<file path="src/rtl/board_key_reset_conditioner.sv">
// board_key_reset_conditioner
//   Conditions asynchronous board push-buttons into debounced, active-high key
//   levels with one-cycle press/release pulses. It also generates the lab
//   system reset: a power-up pulse and, optionally, a reset triggered by
//   holding every key.
//
//   Optional feature macro: BOARD_KEY_COMBO_RESET_EN
//     defined   -> holding all keys for hold_cycles fires a por_cycles reset;
//                  the keys must all be released before it can fire again.
//     undefined -> only the power-up reset exists (POR -> RUN, RUN terminal).
//
//   Ports
//     clk          in   single clock, rising edge
//     rst_n        in   asynchronous active-low reset
//     key_raw      in   [w_key] raw board buttons (asynchronous)
//     key          out  [w_key] debounced level, active-high, order-mapped
//     key_pressed  out  [w_key] one-cycle pulse on debounced 0->1
//     key_released out  [w_key] one-cycle pulse on debounced 1->0
//     rst          out  active-high system reset
//     por_done     out  sticky, set when the first power-up pulse ends
module board_key_reset_conditioner #(
    parameter int unsigned w_key           = 2,
    parameter int unsigned debounce_cycles = 270000,
    parameter int unsigned por_cycles      = 2700000,
    parameter int unsigned hold_cycles     = 27000000,
    parameter int unsigned key_active_low  = 1,
    parameter int unsigned reverse_key     = 1
) (
    input  logic             clk,
    input  logic             rst_n,
    input  logic [w_key-1:0] key_raw,
    output logic [w_key-1:0] key,
    output logic [w_key-1:0] key_pressed,
    output logic [w_key-1:0] key_released,
    output logic             rst,
    output logic             por_done
);

    localparam int unsigned DB_CW   = (debounce_cycles > 1) ? $clog2(debounce_cycles) : 1;
    localparam int unsigned CNT_MAX = (por_cycles > hold_cycles) ? por_cycles : hold_cycles;
    localparam int unsigned FSM_CW  = $clog2(CNT_MAX + 1);

    localparam logic [w_key-1:0]  RELEASED_LVL = (key_active_low != 0) ? {w_key{1'b1}} : {w_key{1'b0}};
    localparam logic [DB_CW-1:0]  DB_LAST      = DB_CW'(debounce_cycles - 1);
    localparam logic [FSM_CW-1:0] POR_LAST     = FSM_CW'(por_cycles - 1);
`ifdef BOARD_KEY_COMBO_RESET_EN
    localparam logic [FSM_CW-1:0] HOLD_LAST    = FSM_CW'(hold_cycles - 1);
`endif

    typedef enum logic [2:0] {
        ST_POR  = 3'd0,
        ST_RUN  = 3'd1,
        ST_HOLD = 3'd2,
        ST_RST  = 3'd3,
        ST_REL  = 3'd4
    } state_e;

    // ------------------------------------------------------------------
    // Two-flop synchronizer; reset to the idle (released) raw level
    // ------------------------------------------------------------------
    logic [w_key-1:0] sync1_q, sync1_d;
    logic [w_key-1:0] sync2_q, sync2_d;
    logic [w_key-1:0] key_sample;

    always_comb begin
        sync1_d = key_raw;
        sync2_d = sync1_q;
    end

    always_ff @(posedge clk or negedge rst_n) begin
        if (!rst_n) begin
            sync1_q <= RELEASED_LVL;
            sync2_q <= RELEASED_LVL;
        end else begin
            sync1_q <= sync1_d;
            sync2_q <= sync2_d;
        end
    end

    // Normalise to active-high "pressed"
    assign key_sample = (key_active_low != 0) ? ~sync2_q : sync2_q;

    // ------------------------------------------------------------------
    // Per-key debounce: stable flips after debounce_cycles differing samples
    // ------------------------------------------------------------------
    logic [w_key-1:0] stable_q;
    logic [w_key-1:0] stable_d;

    for (genvar g = 0; g < w_key; g++) begin : g_db
        logic [DB_CW-1:0] cnt_q, cnt_d;
        logic             stab_q, stab_d;

        always_comb begin
            cnt_d  = cnt_q;
            stab_d = stab_q;
            if (key_sample[g] == stab_q) begin
                cnt_d = '0;
            end else if (cnt_q == DB_LAST) begin
                stab_d = ~stab_q;
                cnt_d  = '0;
            end else begin
                cnt_d = cnt_q + DB_CW'(1);
            end
        end

        always_ff @(posedge clk or negedge rst_n) begin
            if (!rst_n) begin
                cnt_q  <= '0;
                stab_q <= 1'b0;
            end else begin
                cnt_q  <= cnt_d;
                stab_q <= stab_d;
            end
        end

        assign stable_q[g] = stab_q;
        assign stable_d[g] = stab_d;
    end

    // ------------------------------------------------------------------
    // Output bit-order mapping of next level and edges
    // ------------------------------------------------------------------
    logic [w_key-1:0] key_map_c;
    logic [w_key-1:0] rise_map_c;
    logic [w_key-1:0] fall_map_c;

    for (genvar g = 0; g < w_key; g++) begin : g_map
        localparam int unsigned SRC = (reverse_key != 0) ? (w_key - 1 - g) : g;
        assign key_map_c[g]  = stable_d[SRC];
        assign rise_map_c[g] = stable_d[SRC] & ~stable_q[SRC];
        assign fall_map_c[g] = ~stable_d[SRC] & stable_q[SRC];
    end

    // ------------------------------------------------------------------
    // Reset FSM; decisions use the stable bits registered before the edge
    // ------------------------------------------------------------------
    state_e            state_q, state_d;
    logic [FSM_CW-1:0] fsm_cnt_q, fsm_cnt_d;
    logic              rst_q, rst_d;
    logic              por_done_q, por_done_d;
    logic [w_key-1:0]  key_q, key_d;
    logic [w_key-1:0]  key_pressed_q, key_pressed_d;
    logic [w_key-1:0]  key_released_q, key_released_d;

`ifdef BOARD_KEY_COMBO_RESET_EN
    logic all_held;
    logic all_free;
    assign all_held = &stable_q;
    assign all_free = ~|stable_q;
`endif

    always_comb begin
        state_d    = state_q;
        fsm_cnt_d  = fsm_cnt_q;
        por_done_d = por_done_q;

        case (state_q)
            ST_POR: begin
                if (fsm_cnt_q == POR_LAST) begin
                    state_d    = ST_RUN;
                    fsm_cnt_d  = '0;
                    por_done_d = 1'b1;
                end else begin
                    fsm_cnt_d = fsm_cnt_q + FSM_CW'(1);
                end
            end
            ST_RUN: begin
`ifdef BOARD_KEY_COMBO_RESET_EN
                if (all_held) begin
                    state_d   = ST_HOLD;
                    fsm_cnt_d = '0;
                end
`endif
            end
`ifdef BOARD_KEY_COMBO_RESET_EN
            ST_HOLD: begin
                if (!all_held) begin
                    state_d   = ST_RUN;
                    fsm_cnt_d = '0;
                end else if (fsm_cnt_q == HOLD_LAST) begin
                    state_d   = ST_RST;
                    fsm_cnt_d = '0;
                end else begin
                    fsm_cnt_d = fsm_cnt_q + FSM_CW'(1);
                end
            end
            ST_RST: begin
                if (fsm_cnt_q == POR_LAST) begin
                    state_d   = ST_REL;
                    fsm_cnt_d = '0;
                end else begin
                    fsm_cnt_d = fsm_cnt_q + FSM_CW'(1);
                end
            end
            // Wait for a full release so one long hold cannot re-trigger
            ST_REL: begin
                if (all_free) begin
                    state_d   = ST_RUN;
                    fsm_cnt_d = '0;
                end
            end
`endif
            default: begin
                state_d   = ST_POR;
                fsm_cnt_d = '0;
            end
        endcase

        rst_d = (state_d == ST_POR) || (state_d == ST_RST);

        // Pulses follow the next rst value so they are never seen under reset
        key_d          = key_map_c;
        key_pressed_d  = rst_d ? '0 : rise_map_c;
        key_released_d = rst_d ? '0 : fall_map_c;
    end

    always_ff @(posedge clk or negedge rst_n) begin
        if (!rst_n) begin
            state_q        <= ST_POR;
            fsm_cnt_q      <= '0;
            rst_q          <= 1'b1;
            por_done_q     <= 1'b0;
            key_q          <= '0;
            key_pressed_q  <= '0;
            key_released_q <= '0;
        end else begin
            state_q        <= state_d;
            fsm_cnt_q      <= fsm_cnt_d;
            rst_q          <= rst_d;
            por_done_q     <= por_done_d;
            key_q          <= key_d;
            key_pressed_q  <= key_pressed_d;
            key_released_q <= key_released_d;
        end
    end

    assign key          = key_q;
    assign key_pressed  = key_pressed_q;
    assign key_released = key_released_q;
    assign rst          = rst_q;
    assign por_done     = por_done_q;

endmodule
</file>
<file path="config.mk">
export PLATFORM = sky130hd
export DESIGN_NAME = board_key_reset_conditioner
export DESIGN_NICKNAME = d
export VERILOG_FILES = /design/src/rtl/board_key_reset_conditioner.sv
export SDC_FILE = /design/constraint.sdc
export NUM_CORES = 1
export LEC_CHECK = 0
export ABC_AREA = 1
export CAP_MARGIN = 20
export CORE_MARGIN = 4
export CORE_UTILIZATION = 56
export DETAILED_ROUTE_END_ITERATION = 10
export HOLD_SLACK_MARGIN = 0.15
export PLACE_DENSITY = 0.88
export SETUP_SLACK_MARGIN = 0.5
export SYNTH_ARGS = -nofsm -noshare
export SYNTH_HDL_FRONTEND = slang
export SYNTH_SLANG_ARGS = --single-unit
</file>
<file path="constraint.sdc">
create_clock -name clk -period 1.65 [get_ports clk]
set_clock_uncertainty 0.15 [all_clocks]
set_input_delay 0.165 -clock clk [delete_from_list [all_inputs] [get_ports clk]]
set_output_delay 0.165 -clock clk [all_outputs]
set_load 0.02 [all_outputs]
</file>
==> results by group, run 1 <==
Synthesis
  • Compound-Gate Fraction of Synth Area: 0.04001
  • Post-synthesis mux area share: 0
  • Post-synthesis sequential area ratio: 0.4571
  • Mapped cell area: 0.004284 mm^2
  • Adder-Cell Fraction of Synth Area: 0.008762
  • Largest family of logic cells by synthesized area: simple AND/OR/NAND/NOR gates
  • Synth warnings: 0
  • Count of state elements after synthesis: 78
  • Post-Synth Simple-Gate Area: 0.3543
  • Gate Count Post-Synth: approximately 560
  • Syn avg cell area: 7.609 um^2
  • Post-synth top flop: dfrtp_1
  • Ys async rst share: 1.000
  • Netlist cell types: 34
  • Xor/xnor share of the synthesized area: 0.06746
  • Number of synthesized flops with an enable pin: 0

Clock network
  • Reg clk slew, reported paths: around 100 ps
  • CTS tree: built
  • Clk sinks: 78
  • CTS buffer count: 9
  • H-tree levels: 3
  • Root Buffer: clkbuf_8
  • Clk_lat worst skew: 390 ps
  • CTS Buffer Depth: 2

GRT
  • Maximum number of pins on one net before global-route repair: 38
  • First-pass GRT wire length: 20840 um
  • Initial antenna violation count: 0
  • Total Routing Usage GR: 0.2985
  • Vias in the first global route: 4536
  • GRT overflow: 0

Final layout
  • Final cell area excluding filler cells: roughly 0.0063 mm^2
  • Share of cells above drive strength 1: 0.4441
  • Commonest non-fill, non-tap cell in the layout: nand2_1
  • Most frequent cells in the layout: nand2_1, buf_4, nor2_1
  • Number of antenna diodes: 0
  • Area Growth Syn to Fin: 46.90%
  • Fill cells: 279
  • Fin util: 0.8585
  • Fin nets: 682

Worst setup path
  • Crit start category: register
  • R2R setup slack: -150 ps
  • CP Capture Type: register
  • Critical path destination: g_db[1].cnt_q[10]
  • CP required: between 1500 and 2000 ps
  • Critical Path Start: g_db[1].cnt_q[6]
  • Peak fanout along the critical path: 6
  • Worst Path Arrival: 1920 ps
  • FF-to-FF End: g_db[1].cnt_q[10]
  • Setup CP Type: reg -> reg
  • Critical R2R Launch: g_db[1].cnt_q[6]
  • R2R cell count: 9

Floorplan
  • Die Y: 95.47 um
  • Core footprint: 0.007331 mm^2
  • # IOs: 12
  • Die span in x: 95.47 um
  • Die area: approximately 0.0091 mm^2
  • Initial core utilization: 0.5844
  • FP Rows: 31

Route
  • Drt first pass iters: 5
  • Post-DRT Antenna Nets: 0
  • Total routed wirelength: 17630 um
  • DR iter-0 viols: around 530
  • # DRC: 0
  • Vias/cell: 6.433
  • Vias: approximately 5k
  • Drt wl/cell: 22.63 um

Placement
  • Placed cell area: ~0.0048 mm^2
  • # port buffers: 11
  • DP Wirelength: 7242 um
  • Placer Congestion: 0.9636

Timing
  • RSZ-0062 raised after global routing: true
  • Max frequency: 556.8 MHz
  • Worst Tran Pin Value: between 500 and 600 ps
  • Tcrit/Tclk final: 1.088
  • Final Worst Setup Slack: -145.8 ps
  • Max Slew Vio Count: 0
  • Setup-failing EPs final: 40
  • Final Hold Vio Count: 0
  • Tmin final: 1796 ps
  • Max_slew headroom: 0.6639

Power and ir drop
  • Pwr dens: 593.6 mW/mm^2
  • Worst vdd ir: 0.0004508 V
  • Pwr Total: between 3000 and 4000 uW
  • Leak pwr: approximately 0.0027 uW

Outcome
  • Failing checks: negative setup slack
  • Status: complete, but fails checks

Min path
  • Tightest Hold Check Type: in -> async

Job
  • Max-cap violations: 0
[sequential cells by signal, indices dropped and copies added, names as in the netlist]
register      count
sync2_q           2
por_done          1
g_db.stab_q       1
rst               1
key               1
g_db.cnt_q       38
fsm_cnt_q        25
key_released      2
sync1_q           2
state_q           3
key_pressed       2
[report_power, final]
group	internal, uW	total (uW)	switching (uW)
registers	1940	1970	30.0
logic	91.7	235	144
clock network	741	1540	794
[how the worst min path moves through the flow]
| stage | slack (ps) | from | depth (start not counted) | end |
|---|---|---|---|---|
| 2_1_floorplan | -280 | rst_n | 0 | fsm_cnt_q[0] |
| 3_3_place_gp | 3 | rst_n | 1 | g_db[0].cnt_q[13] |
| 3_5_place_dp | 4 | rst_n | 1 | g_db[0].cnt_q[13] |
| 4_1_cts | 160 | rst_n | 2 | g_db[0].cnt_q[13] |
| 5_1_grt | 190 | rst_n | 2 | g_db[1].cnt_q[5] |
| 6_report | 150 | rst_n | 2 | g_db[1].cnt_q[5] |
[cell families (layout without fill, tap and decap cells)]
logic type,count (synthesis),after routing
AOI/OAI and AO/OA,31,31
and+or+nand+nor,338,339
xor gates and xnor gates,33,33
other,1,2
buffers and inverters,79,194
adders and majority gates,3,3
DFF,78,78
[stage by stage]
step	setup TNS [ps]	std cells	hold WS (ps)	worst slack [ps]
2_1_floorplan	0	564	-280.6	112.1
3_3_place_gp	0	683	2.695	54.28
3_5_place_dp	0	683	3.824	0.4338
4_1_cts	0	746	156.8	97.10
5_1_grt	-6935	779	194.5	-305.7
6_report	-2424	779	154.1	-145.8
[layer usage]
| layer | global-route usage | routed length, um | up-vias |
|---|---|---|---|
| met5 | 0 | 0 | - |
| met4 | 0.1576 | 1778 | 0 |
| met3 | 0.07419 | 2018 | 194 |
| met2 | 0.5248 | 8084 | 478 |
| met1 | 0.3315 | 5748 | 2348 |
| li1 | - | - | 1991 |
[worst max-delay path: stages (launching register included)]
cell and delay, ps:
dfrtp_1 450, buf_4 170, inv_1 50, nand2_1 50
nor2_1 140, nand3_1 140, nor2_4 220, nor2_4 100
o21ai_1 140, nor2_1 80
[cells in the mapped netlist (3+ instances only)]
cell type | count | area, um^2
inv_2 | 12 | 45.04
xor2_1 | 26 | 227.7
xnor2_1 | 7 | 61.31
a21oi_1 | 3 | 15.01
inv_1 | 61 | 229.0
dfstp_2 | 5 | 131.4
nor3_1 | 8 | 40.04
nand4_1 | 11 | 68.82
ha_1 | 3 | 37.54
nand2_2 | 6 | 37.54
nand3_1 | 48 | 240.2
nand3_2 | 4 | 40.04
nor2_2 | 15 | 93.84
o22ai_1 | 4 | 25.02
nor3b_1 | 4 | 30.03
o21ai_1 | 5 | 25.02
dfrtp_1 | 73 | 1827
nor2_1 | 99 | 371.6
o21ai_0 | 14 | 70.07
nand2_1 | 135 | 506.7
[area by class of cell]
| cell class | count | area (um^2) | share of cell area |
|---|---|---|---|
| well taps | 99 | 123.9 | 0.01968 |
| clock buffers | 11 | 141.4 | 0.02247 |
| inverters | 74 | 316.6 | 0.05030 |
| repair buffers | 102 | 903.4 | 0.1435 |
| multi-input cells | 408 | 2760 | 0.4386 |
| repair inverters | 2 | 13.76 | 0.002187 |
| clock inverters | 5 | 58.81 | 0.009344 |
| flip-flops and latches | 78 | 1976 | 0.3139 |
[timing repair]
item	CTS	global route
hold buffers	3	0
setup endpoints to repair	80	80
pin swaps	44	49
gates cloned	1	2
hold endpoints to repair	79	0
resized for setup	116	125
setup buffers	43	31
Power figures use the tool's default switching activity.
==> run 2, diff against run 1 <==
--- a/config.mk
+++ b/config.mk
@@ -13,6 +13,7 @@
 export HOLD_SLACK_MARGIN = 0.15
 export PLACE_DENSITY = 0.88
 export SETUP_SLACK_MARGIN = 0.5
+export SLEW_MARGIN = 20
 export SYNTH_ARGS = -nofsm -noshare
 export SYNTH_HDL_FRONTEND = slang
 export SYNTH_SLANG_ARGS = --single-unit
==> results of run 2 <==
Final layout, timing and power as in run 1 (identical DEF).
